<file path="config.mk">
export PLATFORM = sky130hd
export DESIGN_NAME = sbox_share_ctrl
export DESIGN_NICKNAME = d
export VERILOG_FILES = /design/src/rtl/aes_pkg.sv /design/src/rtl/sbox_share_ctrl_sbox.sv /design/src/rtl/sbox_share_ctrl.sv
export SDC_FILE = /design/constraint.sdc
export NUM_CORES = 1
export LEC_CHECK = 0
export ABC_AREA = 1
export CORE_MARGIN = 2
export CORE_UTILIZATION = 40
export CTS_CLUSTER_DIAMETER = 100
export DETAILED_ROUTE_END_ITERATION = 6
export GPL_TIMING_DRIVEN = 0
export REMOVE_ABC_BUFFERS = 1
export SETUP_SLACK_MARGIN = 0.2
export SLEW_MARGIN = 10
export SYNTH_ARGS = -nofsm -noshare
export SYNTH_HDL_FRONTEND = slang
export SYNTH_SLANG_ARGS = --single-unit
</file>
<file path="constraint.sdc">
create_clock -name clk -period 7.2 [get_ports clk]
set_input_delay 2.16 -clock clk [delete_from_list [all_inputs] [get_ports clk]]
set_output_delay 2.16 -clock clk [all_outputs]
set_load 0.005 [all_outputs]
</file>
<file path="src/rtl/aes_pkg.sv">
// Shared AES datapath widths and the sbox_share_ctrl FSM state encoding.
package aes_pkg;

  localparam int unsigned AES_BYTE_W      = 8;
  localparam int unsigned AES_STATE_W     = 128;
  localparam int unsigned AES_WORD_W      = 32;
  localparam int unsigned AES_STATE_BYTES = AES_STATE_W / AES_BYTE_W;
  localparam int unsigned AES_WORD_BYTES  = AES_WORD_W / AES_BYTE_W;

  localparam logic [1:0] ST_IDLE  = 2'd0;
  localparam logic [1:0] ST_RUN_S = 2'd1;
  localparam logic [1:0] ST_RUN_W = 2'd2;
  localparam logic [1:0] ST_DONE  = 2'd3;

endpackage

</file>
<file path="src/rtl/sbox_share_ctrl_sbox.sv">
// Single AES forward sbox lookup, purely combinational.
module sbox_share_ctrl_sbox (
  input  logic [7:0] i_data,
  output logic [7:0] o_data
);

  // Entry 0 occupies the most significant byte.
  localparam logic [2047:0] SBOX_TABLE = {
    256'h637c777bf26b6fc53001672bfed7ab76_ca82c97dfa5947f0add4a2af9ca472c0,
    256'hb7fd9326363ff7cc34a5e5f171d83115_04c723c31896059a071280e2eb27b275,
    256'h09832c1a1b6e5aa0523bd6b329e32f84_53d100ed20fcb15b6acbbe394a4c58cf,
    256'hd0efaafb434d338545f9027f503c9fa8_51a3408f929d38f5bcb6da2110fff3d2,
    256'hcd0c13ec5f974417c4a77e3d645d1973_60814fdc222a908846eeb814de5e0bdb,
    256'he0323a0a4906245cc2d3ac629195e479_e7c8376d8dd54ea96c56f4ea657aae08,
    256'hba78252e1ca6b4c6e8dd741f4bbd8b8a_703eb5664803f60e613557b986c11d9e,
    256'he1f8981169d98e949b1e87e9ce5528df_8ca1890dbfe6426841992d0fb054bb16
  };

  logic [10:0] w_bit_idx;

  assign w_bit_idx = 11'd2047 - {i_data, 3'b000};
  assign o_data    = SBOX_TABLE[w_bit_idx -: 8];

endmodule

</file>
<file path="src/rtl/sbox_share_ctrl.sv">
// Arbitrates the round datapath and key expansion onto a shared bank of LANES sboxes,
// processing LANES bytes per pass and returning registered results with a done pulse.
module sbox_share_ctrl
  import aes_pkg::*;
#(
  parameter int unsigned LANES = 4
) (
  input  logic                   clk,
  input  logic                   rst_n,
  input  logic                   s_req,
  input  logic [AES_STATE_W-1:0] s_in,
  output logic                   s_done,
  output logic [AES_STATE_W-1:0] s_out,
  input  logic                   w_req,
  input  logic [AES_WORD_W-1:0]  w_in,
  output logic                   w_done,
  output logic [AES_WORD_W-1:0]  w_out,
  output logic                   busy
);

  localparam int unsigned STATE_PASSES = AES_STATE_BYTES / LANES;
  localparam int unsigned WORD_PASSES  = AES_WORD_BYTES / LANES;
  localparam int unsigned CNT_W        = (STATE_PASSES > 1) ? $clog2(STATE_PASSES) : 1;
  localparam logic [CNT_W-1:0] S_LAST  = CNT_W'(STATE_PASSES - 1);
  localparam logic [CNT_W-1:0] W_LAST  = CNT_W'(WORD_PASSES - 1);

  logic [1:0]             r_state, w_state_d;
  logic [CNT_W-1:0]       r_cnt, w_cnt_d;
  logic [AES_STATE_W-1:0] r_work, w_work_d;
  logic                   r_last_w, w_last_w_d;
  logic                   r_s_done, w_s_done_d;
  logic                   r_w_done, w_w_done_d;
  logic [AES_STATE_W-1:0] r_s_out;
  logic [AES_WORD_W-1:0]  r_w_out;
  logic                   w_grant_w;

  logic [7:0]                 w_lane_in  [LANES];
  logic [7:0]                 w_lane_out [LANES];
  logic [AES_STATE_BYTES-1:0] w_byte_en;
  logic [AES_STATE_W-1:0]     w_byte_val;

  always_comb begin
    w_state_d  = r_state;
    w_cnt_d    = r_cnt;
    w_work_d   = r_work;
    w_last_w_d = r_last_w;
    w_s_done_d = 1'b0;
    w_w_done_d = 1'b0;
    w_grant_w  = 1'b0;
    unique case (r_state)
      ST_IDLE: begin
        if (s_req || w_req) begin
          // Ties go to whoever lost the previous tie; single requests leave the flag alone.
          w_grant_w = w_req && (!s_req || !r_last_w);
          if (s_req && w_req) w_last_w_d = w_grant_w;
          w_state_d = w_grant_w ? ST_RUN_W : ST_RUN_S;
          w_work_d  = w_grant_w ? {w_in, {(AES_STATE_W - AES_WORD_W){1'b0}}} : s_in;
          w_cnt_d   = '0;
        end
      end
      ST_RUN_S: begin
        if (r_cnt == S_LAST) begin
          w_state_d  = ST_DONE;
          w_s_done_d = 1'b1;
          w_cnt_d    = '0;
        end else begin
          w_cnt_d = r_cnt + 1'b1;
        end
      end
      ST_RUN_W: begin
        if (r_cnt == W_LAST) begin
          w_state_d  = ST_DONE;
          w_w_done_d = 1'b1;
          w_cnt_d    = '0;
        end else begin
          w_cnt_d = r_cnt + 1'b1;
        end
      end
      ST_DONE: w_state_d = ST_IDLE;
      default: w_state_d = ST_IDLE;
    endcase
  end

  // Lane i of pass p works on byte p*LANES+i of the working register.
  always_comb begin
    for (int i = 0; i < int'(LANES); i++) begin
      w_lane_in[i] = r_work[AES_STATE_W - 1 - AES_BYTE_W * (int'(r_cnt) * int'(LANES) + i)
                            -: AES_BYTE_W];
    end
  end

  for (genvar gi = 0; gi < LANES; gi++) begin : g_lane
    sbox_share_ctrl_sbox u_sbox (
      .i_data (w_lane_in[gi]),
      .o_data (w_lane_out[gi])
    );
  end

  always_comb begin
    for (int j = 0; j < int'(AES_STATE_BYTES); j++) begin
      w_byte_en[j] = ((j / int'(LANES)) == int'(r_cnt));
      w_byte_val[AES_STATE_W - 1 - AES_BYTE_W * j -: AES_BYTE_W] = w_lane_out[j % int'(LANES)];
    end
  end

  always_ff @(posedge clk or negedge rst_n) begin
    if (!rst_n) begin
      r_state  <= ST_IDLE;
      r_cnt    <= '0;
      r_work   <= '0;
      r_last_w <= 1'b0;
      r_s_done <= 1'b0;
      r_w_done <= 1'b0;
      r_s_out  <= '0;
      r_w_out  <= '0;
    end else begin
      r_state  <= w_state_d;
      r_cnt    <= w_cnt_d;
      r_work   <= w_work_d;
      r_last_w <= w_last_w_d;
      r_s_done <= w_s_done_d;
      r_w_done <= w_w_done_d;
      for (int j = 0; j < int'(AES_STATE_BYTES); j++) begin
        if (r_state == ST_RUN_S && w_byte_en[j]) begin
          r_s_out[AES_STATE_W - 1 - AES_BYTE_W * j -: AES_BYTE_W] <=
            w_byte_val[AES_STATE_W - 1 - AES_BYTE_W * j -: AES_BYTE_W];
        end
      end
      for (int j = 0; j < int'(AES_WORD_BYTES); j++) begin
        if (r_state == ST_RUN_W && w_byte_en[j]) begin
          r_w_out[AES_WORD_W - 1 - AES_BYTE_W * j -: AES_BYTE_W] <=
            w_byte_val[AES_STATE_W - 1 - AES_BYTE_W * j -: AES_BYTE_W];
        end
      end
    end
  end

  assign s_done = r_s_done;
  assign w_done = r_w_done;
  assign s_out  = r_s_out;
  assign w_out  = r_w_out;
  assign busy   = (r_state != ST_IDLE);

endmodule

</file>
* Word-level counts from Yosys, hierarchy flattened *
Index checks and enable logic that the tools add are counted.

storage, ports and cells
  bits of input ports = 164
  register bits = 295
  output and inout bits = 163
  word-level logic and storage cells = 75

cells by class
  muxes and demuxes = 14
  equality and inequality tests = 10
  shift operators = 8
  reduce and logical (&&, ||, !) cells = 20
  $add $sub $neg = 12

operators with widths
  kind                        number
  $shiftx 2055x12->8 const A  4
  $shiftx 135x33->8           4
  $mux 128                    1
  $sub 11x11->11 const A      4
  $sub 7x8->9 const A         3
  $mux 2                      7
  $add 4x2->5 const B         2
  $pmux 2 s4                  1
  $sub 7x7->8 const A         1
  $logic_and 1x1->1           7
  $eq 2x2->1 const B          3
  $logic_not 2->1             3
  $ne 2x2->1 const B          3
  $pmux 2 s3                  1
  $reduce_and 3->1            2
  $add 4x1->5 const B         1
  $eq 2x2->1 const A          2
  $mux 1                      4
  $reduce_and 2->1            2
  $reduce_bool 3->1           1
  $add 2x1->2 const B         1
  $eq 1x2->1 const A          1
  $eq 2x1->1 const B          1
  $logic_not 1->1             2
  2 further kinds             3

* Depth between registers and ports, before layout *
  depth in word-level cells = 6
  depth in mapped cells = 23
  gate-level depth less buffers = 20

* By module *
Synthesis repeated with hierarchy kept, for this count alone.

unflattened totals
  cell total of the unflattened synthesis = 3,986
  area, all modules = 24,357.1 µm²

by module, submodules not included
  module                instances  cells an instance  area each (µm²)  sequential area each (µm²)
  sbox_share_ctrl       1          1,450              12,530.8         7,382.1
  sbox_share_ctrl_sbox  4          634                2,956.6          0.0

* Least setup slack after synthesis *
OpenSTA, ideal clock, no wires.

  kind = input-to-reg
  start = in s_req
  end = reg r_work[100]
  data required time = 7.118 ns
  arrival = 3.202 ns
  path slack = 3.916 ns
  buffers on the path = 2
  stages = 6
  setup time = 0.082 ns
  cells stage by stage = nor2_1 nor2_1 clkbuf_1 clkbuf_1 nor2_1 a31oi_1

on the way
  word-level cells in the longest chain between the ends = 4
  elaborated cells between the ends (all ways) = 6
  classes of those cells = mux: 1; reduce/logical: 5

ends and longest elaborated chain
  what                    RTL line                RTL
  start: declaration      sbox_share_ctrl.sv:10   input logic s_req,
  $logic_not 1->1         sbox_share_ctrl.sv:54   w_grant_w = w_req && (!s_req || !r_last_w);
  $logic_or 1x1->1        sbox_share_ctrl.sv:54
  $logic_and 1x1->1       sbox_share_ctrl.sv:54
  $mux 128                sbox_share_ctrl.sv:57   w_work_d = w_grant_w ? {w_in, {(AES_STATE_W - AES_WORD_W){1'b0}}} : s_in;
  end signal: assignment  sbox_share_ctrl.sv:119  r_work <= w_work_d;
  end: declaration        sbox_share_ctrl.sv:29   logic [AES_STATE_W-1:0] r_work, w_work_d;

Parallel ways exist; a longest one is shown, timed or not.
A chain may end at the register's enable or synchronous reset.

* Worst setup path after layout *
  start = reg r_cnt[1]
  end = reg r_s_out[113] (netlist: s_out[113])

on the way
  word-level cells in the longest chain between the ends = 5
  elaborated cells between the ends (all ways) = 7
  classes of those cells = add/sub: 3; shift: 2; reduce/logical: 2

ends and longest elaborated chain
  what                            RTL line                    RTL
  start: declaration              sbox_share_ctrl.sv:28       logic [CNT_W-1:0] r_cnt, w_cnt_d;
  start signal: assignment        sbox_share_ctrl.sv:118      r_cnt <= w_cnt_d;
  $add 4x1->5                     sbox_share_ctrl.sv:87       w_lane_in[i] = r_work[AES_STATE_W - 1 - AES_BYTE_W * (int'(r_cnt) * int'(LANES) + i)
  $sub 7x8->9                     sbox_share_ctrl.sv:87
  $shiftx 135x33->8               sbox_share_ctrl.sv:87
  $sub 11x11->11                  sbox_share_ctrl_sbox.sv:21  assign w_bit_idx = 11'd2047 - {i_data, 3'b000};
  $shiftx 2055x12->8              sbox_share_ctrl_sbox.sv:22  assign o_data = SBOX_TABLE[w_bit_idx -: 8];
  end signal: indexed assignment  sbox_share_ctrl.sv:125      r_s_out[AES_STATE_W - 1 - AES_BYTE_W * j -: AES_BYTE_W] <=
  end: declaration                sbox_share_ctrl.sv:33       logic [AES_STATE_W-1:0] r_s_out;

Parallel ways exist; a longest one is shown, timed or not.

==> impl_metrics.csv <==
group,metric,value,unit
outcome,status,"finished, violations left",
outcome,failed_checks,"design-rule violations",
drt,avgViaCountPerCell,5.99,
setup_path,critPathLaunchType,"register",
timing,slew_headroom,28.5,%
floorplanning,die_w,257,um
final_layout,drive_gt1_share,6.29,%
setup_path,path_class,"reg2reg",
grt,grt_max_degree,104,
logic_synthesis,synth-simple-area-share,51.4,%
timing,timing_hold_violations_final,0,
logic_synthesis,avgSynthCellArea,6.23,um2
grt,track_usage,33.8,%
clock_network,worstSkewPairLatency,0.59,ns
logic_synthesis,seq_area_frac_synth,28.9,%
clock_network,clock_path_buffers,3,
setup_path,endpoint,"s_out[113]",
drt,routedWlPerCell,22.7,um
drt,drc,14,
timing,finalSetupTns,0,ns
setup_path,worstReg2RegEnd,"s_out[113]",
final_layout,syn_to_final_growth,19.1,%
placement,hpwl,77.3,mm
min_path,hp-start,"s_out[40]",
clock_network,clkSinkCount,295,
timing,fin_crit_sh,67.3,%
clock_network,cts_tree,"done",
logic_synthesis,synth_edf_count,0,
logic_synthesis,synthDistinctLibCells,39,
drt,drt_first_pass_iters,7,
clock_network,cts_setup_buffers,0,
clock_network,cts_resized,0,
logic_synthesis,synth_compound_area_share,6.88,%
logic_synthesis,synth-adder-area-share,3.43,%
logic_synthesis,ys_ff_latch,295,
timing,setup_violations,0,
floorplanning,io_pins,327,
timing,clock_skew,0.0403,ns
min_path,hold_path.class,"reg2reg",
drt,first_iter_violations,4589,
logic_synthesis,synth_mux_area_share,0,%
floorplanning,die_area,0.0658,mm2
grt,grt_pass1_vias,27951,
logic_synthesis,syn_area,0.0255,mm2
timing,fmax,206,MHz
final_layout,nets,4436,
setup_path,worstSetupStartpoint,"r_cnt[1]",
logic_synthesis,synthFlopType,"dfrtp_1",
setup_path,reg2reg_depth,17,
setup_path,cp_max_fo,56,
logic_synthesis,synthCells,4094,
drt,drtAntennaViolNets,0,
clock_network,hold_buffers,0,
floorplanning,start_util,40.4,%
timing,slew_violations,0,
floorplanning,core_area,0.0631,mm2
setup_path,cp-end-kind,"register",
flow_run,drv_cap,0,
timing,worst_slew_pin_slew,1.07,ns
timing,layout_min_cycle_time,4.85,ns
clock_network,cts_buffers,38,
clock_network,clk_pin_slew,0.06,ns
setup_path,cp_data_required_time,7.66,ns
setup_path,worstPathArrival,5.30,ns
clock_network,cts-root-buf,"clkbuf_16",
logic_synthesis,synth_area_leaders,"dfrtp_1 29%, nand3_1 25%, nand2_1 21%",
floorplanning,dieHeight,257,um
final_layout,n_fill_cell,6761,
timing,rsz0062_at_grt,"no",
logic_synthesis,synth_top_area_share,28.9,%
placement,portBuffers,326,
grt,gr-total-overflow,0,
logic_synthesis,synth_xor_area_share,0,%
logic_synthesis,synth_top_area_cell,"dfrtp_1",
floorplanning,num_rows,92,
clock_network,htreeDepth,2,
placement,globalplace.congestion,1.02,
grt,grt_pass1_wl,175,mm
setup_path,rr_startpoint,"r_cnt[1]",
drt,drt_wl_total,115,mm
drt,vias,30414,
logic_synthesis,synth_top_family_by_area,"simple AND/OR/NAND/NOR gates",
setup_path,ff2ff_setup_slack,2.35,ns
logic_synthesis,yosysWarnings,0,
grt,antenna_found_initial,11,
logic_synthesis,synthArstFlopShare,100,%
-- how the worst min path moves through the flow --
stage,end,slack [ns],depth (start not counted)
3_3_place_gp,s_out[113],0.46,2
5_1_grt,s_out[105],0.49,2
2_1_floorplan,r_last_w,0.45,2
6_report,s_out[40],0.47,2
3_5_place_dp,w_out[26],0.46,2
4_1_cts,w_out[26],0.48,2
-- state kept, by name, indices dropped and copies added, names as in the netlist --
| register | cells |
|---|---|
| s_out | 128 |
| r_cnt | 2 |
| s_done | 1 |
| w_out | 32 |
| r_work | 128 |
| r_state | 2 |
| r_last_w | 1 |
| w_done | 1 |
-- area by class of cell --
cell class / instances / area (um2) / share of cell area [%]
Clock buffer: 54 / 1120 / 3.70
Tap cell: 846 / 1060 / 3.48
Antenna cell: 1 / 2.50 / 0.00824
Multi-Input combinational cell: 3312 / 15900 / 52.2
Sequential cell: 295 / 7390 / 24.3
Clock inverter: 15 / 160 / 0.527
Inverter: 194 / 737 / 2.43
Timing Repair Buffer: 361 / 4060 / 13.4
-- logic make-up after synthesis --
| kind of cell | after synthesis |
|---|---|
| AND/OR/NAND/NOR | 2942 |
| buffers and inverters | 487 |
| AO/OA/AOI/OAI | 300 |
| flip-flops | 295 |
| adder cells (fa/ha/maj) | 70 |
-- cell usage after synthesis (2+ instances only) --
cell / n
a21oi_1: 75
a21oi_2: 3
a31oi_1: 20
a32oi_2: 3
a32oi_4: 5
buf_1: 22
buf_2: 120
buf_4: 45
buf_6: 26
buf_8: 2
clkbuf_1: 77
dfrtp_1: 295
ha_1: 70
inv_1: 177
inv_2: 14
nand2_1: 1429
nand2_2: 80
nand2_4: 7
nand3_1: 1272
nand3_2: 19
nand3_4: 4
nand3b_1: 4
nand4_1: 10
nor2_1: 112
nor2_2: 2
o211ai_1: 17
o21ai_0: 145
o21ai_1: 16
o22ai_1: 13
-- cell usage in the layout (no fill, tap or decap), types with 20 or more instances in the layout --
master / instances
clkbuf_16: 41
nand2_2: 86
o21ai_0: 145
a21oi_1: 75
buf_12: 23
a31oi_1: 20
inv_1: 170
ha_1: 70
nand2_1: 1412
nand3_1: 1272
clkdlybuf4s50_1: 325
inv_2: 21
dfrtp_1: 293
nor2_1: 110
-- per-layer routing --
metal	track usage (%)	up-vias	part of all wire, %
met5	0	-	0.089
met1	47.7	14231	43
met4	14.4	18	4.7
met3	7.69	360	11
li1	-	13869	-
met2	49.5	1936	42
-- stage by stage --
| step | utilization (%) | hold WS (ns) | instance area [um2] | std cells | setup WS (ns) |
|---|---|---|---|---|---|
| finish | 48.2 | 0.474 | 30400 | 5078 | 2.35 |
| floorplan | - | 0.453 | 23900 | 3801 | -2.21 |
| detailed placement | 46.1 | 0.464 | 29100 | 5008 | 2.36 |
| global placement | 44.7 | 0.461 | 28200 | 4973 | -9.50 |
| global route | 48.2 | 0.495 | 30400 | 5077 | 2.12 |
| CTS | 48.2 | 0.479 | 30400 | 5077 | 2.43 |
-- critical path, stage by stage, from the launching register on --
cell and delay [ns]:
dfrtp_2 0.67, inv_4 0.78, nand3_1 0.19, nand2_2 0.37, inv_2 0.27, ha_1 0.38, inv_1 0.11, nand3_1 0.46
nand3_1 0.43, nand3_1 0.11, nand2_1 0.11, nand2_1 0.07, nand2_1 0.10, nand2_1 0.09, nand3_1 0.22, nand2_2 0.17
nand2_1 0.09, nand2_1 0.05
Power is not shown: default switching activity piles up to over one toggle a cycle in this logic, so the estimate is an artifact.
